## config.mk

```make
export PLATFORM = sky130hd
export DESIGN_NAME = etm_error_monitor
export DESIGN_NICKNAME = d
export VERILOG_FILES = /design/src/rtl/etm_pkg.sv /design/src/rtl/etm_ed_unit.sv /design/src/rtl/etm_error_monitor.sv
export SDC_FILE = /design/constraint.sdc
export NUM_CORES = 2
export LEC_CHECK = 0
export ABC_AREA = 1
export BUFFER_PORTS_ARGS = -buffer_cell sky130_fd_sc_hd__buf_2
export CORE_ASPECT_RATIO = 0.5
export CORE_MARGIN = 2
export CORE_UTILIZATION = 35
export CTS_CLUSTER_DIAMETER = 200
export DETAILED_ROUTE_END_ITERATION = 6
export MAX_ROUTING_LAYER = met4
export PLACE_DENSITY = 0.57
export REMOVE_ABC_BUFFERS = 1
export SYNTH_ARGS = -nofsm -noshare
export SYNTH_HDL_FRONTEND = slang
export SYNTH_SLANG_ARGS = --single-unit
```

## constraint.sdc

```tcl
create_clock -name clk -period 4.6 [get_ports clk]
set_input_delay 1.15 -clock clk [delete_from_list [all_inputs] [get_ports clk]]
set_output_delay 1.15 -clock clk [all_outputs]
set_load 0.005 [all_outputs]
```

## src/rtl/etm_pkg.sv

```systemverilog
// Shared types for the ETM error monitor: run-control FSM states and drain length.
package etm_pkg;

  typedef enum logic [1:0] {
    IDLE  = 2'd0,
    RUN   = 2'd1,
    DRAIN = 2'd2,
    DONE  = 2'd3
  } state_t;

  // Matches the two register stages of etm_ed_unit.
  localparam int DRAIN_CYCLES = 2;

endpackage

```

## src/rtl/etm_ed_unit.sv

```systemverilog
// Two-stage error-distance datapath: S1 registers exact product and approx, S2 registers |exact-approx|.
// Latency 2 cycles, one sample per cycle, no back-pressure (free-running pipeline).
module etm_ed_unit #(
  parameter int W = 24
) (
  input  logic           clk,
  input  logic           rst_n,
  input  logic           valid,
  input  logic [W-1:0]   a,
  input  logic [W-1:0]   b,
  input  logic [2*W-1:0] approx,
  output logic           ed_valid,
  output logic [2*W-1:0] ed
);

  logic           s1_valid;
  logic [2*W-1:0] s1_exact;
  logic [2*W-1:0] s1_approx;

  always_ff @(posedge clk or negedge rst_n) begin
    if (!rst_n) begin
      s1_valid  <= 1'b0;
      s1_exact  <= '0;
      s1_approx <= '0;
    end else begin
      s1_valid <= valid;
      if (valid) begin
        s1_exact  <= {{W{1'b0}}, a} * {{W{1'b0}}, b};
        s1_approx <= approx;
      end
    end
  end

  always_ff @(posedge clk or negedge rst_n) begin
    if (!rst_n) begin
      ed_valid <= 1'b0;
      ed       <= '0;
    end else begin
      ed_valid <= s1_valid;
      if (s1_valid) begin
        ed <= (s1_exact >= s1_approx) ? (s1_exact - s1_approx) : (s1_approx - s1_exact);
      end
    end
  end

endmodule

```

## src/rtl/etm_error_monitor.sv

```systemverilog
// Accumulates error count, max and saturating sum of ED over a run of N ETM samples.
// Metrics land 2 cycles after acceptance; in_ready is high only in RUN, no downstream back-pressure.
module etm_error_monitor
  import etm_pkg::*;
#(
  parameter int W       = 24,
  parameter int NSAMP_W = 16,
  parameter int ACC_W   = 64
) (
  input  logic               clk,
  input  logic               rst_n,
  input  logic               start,
  input  logic [NSAMP_W-1:0] num_samples,
  input  logic               in_valid,
  output logic               in_ready,
  input  logic [W-1:0]       op_a,
  input  logic [W-1:0]       op_b,
  input  logic [2*W-1:0]     approx_res,
  output logic               busy,
  output logic               done,
  output logic [NSAMP_W-1:0] err_count,
  output logic [2*W-1:0]     max_ed,
  output logic [ACC_W-1:0]   sum_ed,
  output logic               sum_sat
);

  state_t             state, state_n;
  logic [NSAMP_W-1:0] n_q;
  logic [NSAMP_W-1:0] cnt;
  logic [1:0]         drain_cnt;
  logic               accept;
  logic               start_ok;
  logic               ed_valid;
  logic [2*W-1:0]     ed;
  logic [ACC_W:0]     sum_wide;

  assign in_ready = (state == RUN);
  assign busy     = (state == RUN) || (state == DRAIN);
  assign done     = (state == DONE);
  assign accept   = in_valid && in_ready;
  assign start_ok = start && ((state == IDLE) || (state == DONE));
  assign sum_wide = {1'b0, sum_ed} + {{(ACC_W + 1 - 2*W){1'b0}}, ed};

  etm_ed_unit #(.W(W)) u_ed (
    .clk      (clk),
    .rst_n    (rst_n),
    .valid    (accept),
    .a        (op_a),
    .b        (op_b),
    .approx   (approx_res),
    .ed_valid (ed_valid),
    .ed       (ed)
  );

  always_ff @(posedge clk or negedge rst_n) begin
    if (!rst_n) state <= IDLE;
    else        state <= state_n;
  end

  always_comb begin
    state_n = state;
    case (state)
      IDLE, DONE: if (start) state_n = (num_samples == '0) ? DONE : RUN;
      RUN:        if (accept && (cnt == n_q - NSAMP_W'(1))) state_n = DRAIN;
      DRAIN:      if (drain_cnt == 2'(DRAIN_CYCLES - 1)) state_n = DONE;
      default:    state_n = IDLE;
    endcase
  end

  // The pipeline is empty whenever start is accepted, so clearing never races an ED update.
  always_ff @(posedge clk or negedge rst_n) begin
    if (!rst_n) begin
      n_q       <= '0;
      cnt       <= '0;
      drain_cnt <= '0;
      err_count <= '0;
      max_ed    <= '0;
      sum_ed    <= '0;
      sum_sat   <= 1'b0;
    end else if (start_ok) begin
      n_q       <= num_samples;
      cnt       <= '0;
      drain_cnt <= '0;
      err_count <= '0;
      max_ed    <= '0;
      sum_ed    <= '0;
      sum_sat   <= 1'b0;
    end else begin
      if (accept) cnt <= cnt + NSAMP_W'(1);
      drain_cnt <= (state == DRAIN) ? drain_cnt + 2'(1) : 2'(0);
      if (ed_valid) begin
        err_count <= err_count + {{(NSAMP_W-1){1'b0}}, (ed != '0)};
        if (ed > max_ed) max_ed <= ed;
        if (sum_wide[ACC_W]) begin
          sum_ed  <= '1;
          sum_sat <= 1'b1;
        end else begin
          sum_ed <= sum_wide[ACC_W-1:0];
        end
      end
    end
  end

endmodule

```

==> results.yml <==
run_status:
  status: "finished, violations left"
  failed_checks: "setup timing"
logic_synthesis:
  synth_cell_type_count: 56
  async_flop_share_pct: 100
  yosysWarnings: 0
  synth_edf_count: 0
  synthAdderAreaFrac_pct: 30.7
  synth-xor-area-share_pct: 1.84
  syn_area_mm2: 0.0469
  syn_avg_cell_area_um2: 6.62
  ys_seq_area_share_pct: 16.6
  synth.ff_latch_count: 311
  synthFlopType: "dfrtp_1"
  synth_top_family_by_area: "adder cells"
  synth_compound_area_share_pct: 6.28
  netlist_instances: 7077
  synth_simple_gate_area_share_pct: 29.5
  synth_mux_area_share_pct: 0
sta:
  setup_viol_count_final: 40
  skew_ns: 0.0397
  hold_viol: 0
  fin_crit_sh_pct: 136
  rsz0062_at_grt: "true"
  worst_pin_slew_ns: 1.03
  slew_violations: 0
  fmax_mhz: 160
  layout_min_cycle_time_ns: 6.25
  slew_headroom_pct: 31.3
  worst_slack_ns: -1.65
finish:
  diodes: 0
  mostFrequentLayoutCells: "nand2_1, inv_1, fa_1, ha_1, dfrtp_1"
  fin_nets: 8512
  synthToLayoutAreaGrowth_pct: 21.9
  final_common_cell: "nand2_1"
  seqCellArea_mm2: 0.00778
  fillers: 13900
  drive_gt1_share_pct: 15.6
  multi_input_area_mm2: 0.0342
  final_util_pct: 43.2
cts:
  htreeDepth: 2
  cts_buffers: 39
  root_buffer: "clkbuf_16"
  clk_latency_ns: 0.61
  cts_sinks: 311
  clk_pin_slew_ns: 0.06
  clock_path_buffers: 3
  cts_tree: "built"
grt:
  grtUsageMet1_pct: 32.9
  grt_max_degree: 105
  grt_use_total_pct: 24.4
  top_usage_layer: "met2"
  met3_usage_pct: 1.52
  antenna_found_initial: 0
  overflow: 0
  grt_pass1_wl_mm: 256
  grtUsageMet2_pct: 39.8
  grt_pass1_vias: 44500
routing:
  viasPerCell: 4.75
  drtPass1Iterations: 5
  first_iter_violations: 2896
  wl_per_cell_um: 17.5
  antenna_left: 0
  vias: 44300
  wirelength_mm: 163
  drc_errors: 0
critical_path:
  r2r_start: "u_ed.ed[35]"
  cp.required_ns: 5.07
  crit_top_cell: "fa_1"
  critPathSlowestCell: "fa_1"
  rr_worst_depth: 11
  startpoint: "op_a[12]"
  end_kind: "register"
  timing.setup.critical_path_class: "input pin to register"
  cpPeakStageDelay_ns: 0.57
  critical_path_arrival_ns: 6.72
  cp_max_fo: 6
  worstSetupStartpointType: "input pin"
worst_hold_path:
  hold_path.class: "register to register"
  min_from: "drain_cnt[0]"
  hold_depth: 1
place:
  globalplace.congestion: 0.984
  dp_hpwl_mm: 136
  port_buffers: 247
floorplanning:
  die-area_mm2: 0.137
  core_mm2: 0.132
  boundaryPins: 248
  die_w_um: 521
  start_util_pct: 35.4
  rows: 94
  dieHeight_um: 263
run:
  cap_viol_max_count: 0
kinds of logic (layout without fill, tap and decap cells):
group,Yosys count,after routing
and+or+nand+nor,3421,3421
xor gates and xnor gates,97,97
AOI/OAI and AO/OA,544,544
DFF,311,311
adders and majority gates,859,859
buffers and inverters,1845,2332
registers in the layout, indices dropped and copies added (netlist names):
signal	count
drain_cnt	2
n_q	16
cnt	16
u_ed.ed	48
u_ed.ed_valid	1
u_ed.s1_approx	48
u_ed.s1_valid	1
sum_ed	64
err_count	16
sum_sat	1
u_ed.s1_exact	48
max_ed	48
state	2
worst max-delay path: cells and delay by family:
| family | cells | cell delay (ns) |
|---|---|---|
| simple gates | 10 | 0.93 |
| buf+inv | 9 | 0.77 |
| fa+ha+maj | 8 | 3.87 |
through the flow:
step	std cells	setup TNS (ns)	setup slack (ns)	hold WS, ns	area, µm²
6_report	9340	-56.90	-1.65	0.432	57100
5_1_grt	9340	-64.04	-1.85	0.477	57100
4_1_cts	9316	-55.10	-1.60	0.436	56100
3_5_place_dp	9207	-96.25	-2.61	0.429	52200
3_3_place_gp	9207	-94.67	-2.56	0.430	52200
2_1_floorplan	6861	-170.71	-2.02	0.415	45900
worst paths after layout:
kind                                           to  slack (ns)
worst max-delay path            u_ed.s1_exact[41]       -1.65
worst min-delay path                 drain_cnt[0]        0.43
worst max register to register         max_ed[12]        1.33
worst min register to register       drain_cnt[0]        0.43
max in group asynchronous              sum_ed[35]        3.14
min in group asynchronous              sum_ed[61]        0.55
timing repair:
| item | CTS | global route |
|---|---|---|
| endpoints found under the setup margin | 41 | 41 |
| gates resized for setup | 588 | 225 |
| pin swaps | 157 | 141 |
| setup buffers | 39 | 23 |
| hold buffers | 0 | 0 |
| gates cloned | 5 | 4 |
synthesized netlist by cell type (all sizes together), types with 2 or more instances:
master  number  area (µm²)
fa         485        9710
o21ai      214        1080
xnor2       26         228
o21a        11        82.6
a21o         5        37.5
xor2        70         613
nand3      319        1610
or2         14        87.6
a21oi      250        1250
a211oi       2        15.0
nor3b        3        22.5
ha         374        4680
a31oi        3        18.8
nand3b      22         165
a21boi       5        37.5
nor3        50         255
o211ai      19         143
inv       1628        6110
buf         49         285
o21bai      19         158
nor4        17         106
nand4       99         619
nor2       371        1440
nand2     2519        9480
o22ai       11        68.8
and2         5        31.3
clkbuf     167         644
dfrtp      311        7780
metal layers:
metal	part of all wire [%]	up-vias	wire length, µm
li1	-	22100	-
met1	46	21200	75800
met2	47	902	76500
met3	3.7	190	6010
met4	2.9	0	4790
met5	0	-	0
area by class of cell:
type	count	share of cell area, %
inverter	1629	10.7
clock buffer	52	1.88
tap	1776	3.89
sequential	311	13.6
timing repair buffer	635	9.59
clock inverter	16	0.427
multi-input combinational	4921	59.9
Power is not shown: default switching activity piles up to over one toggle a cycle in this logic, so the estimate is an artifact.
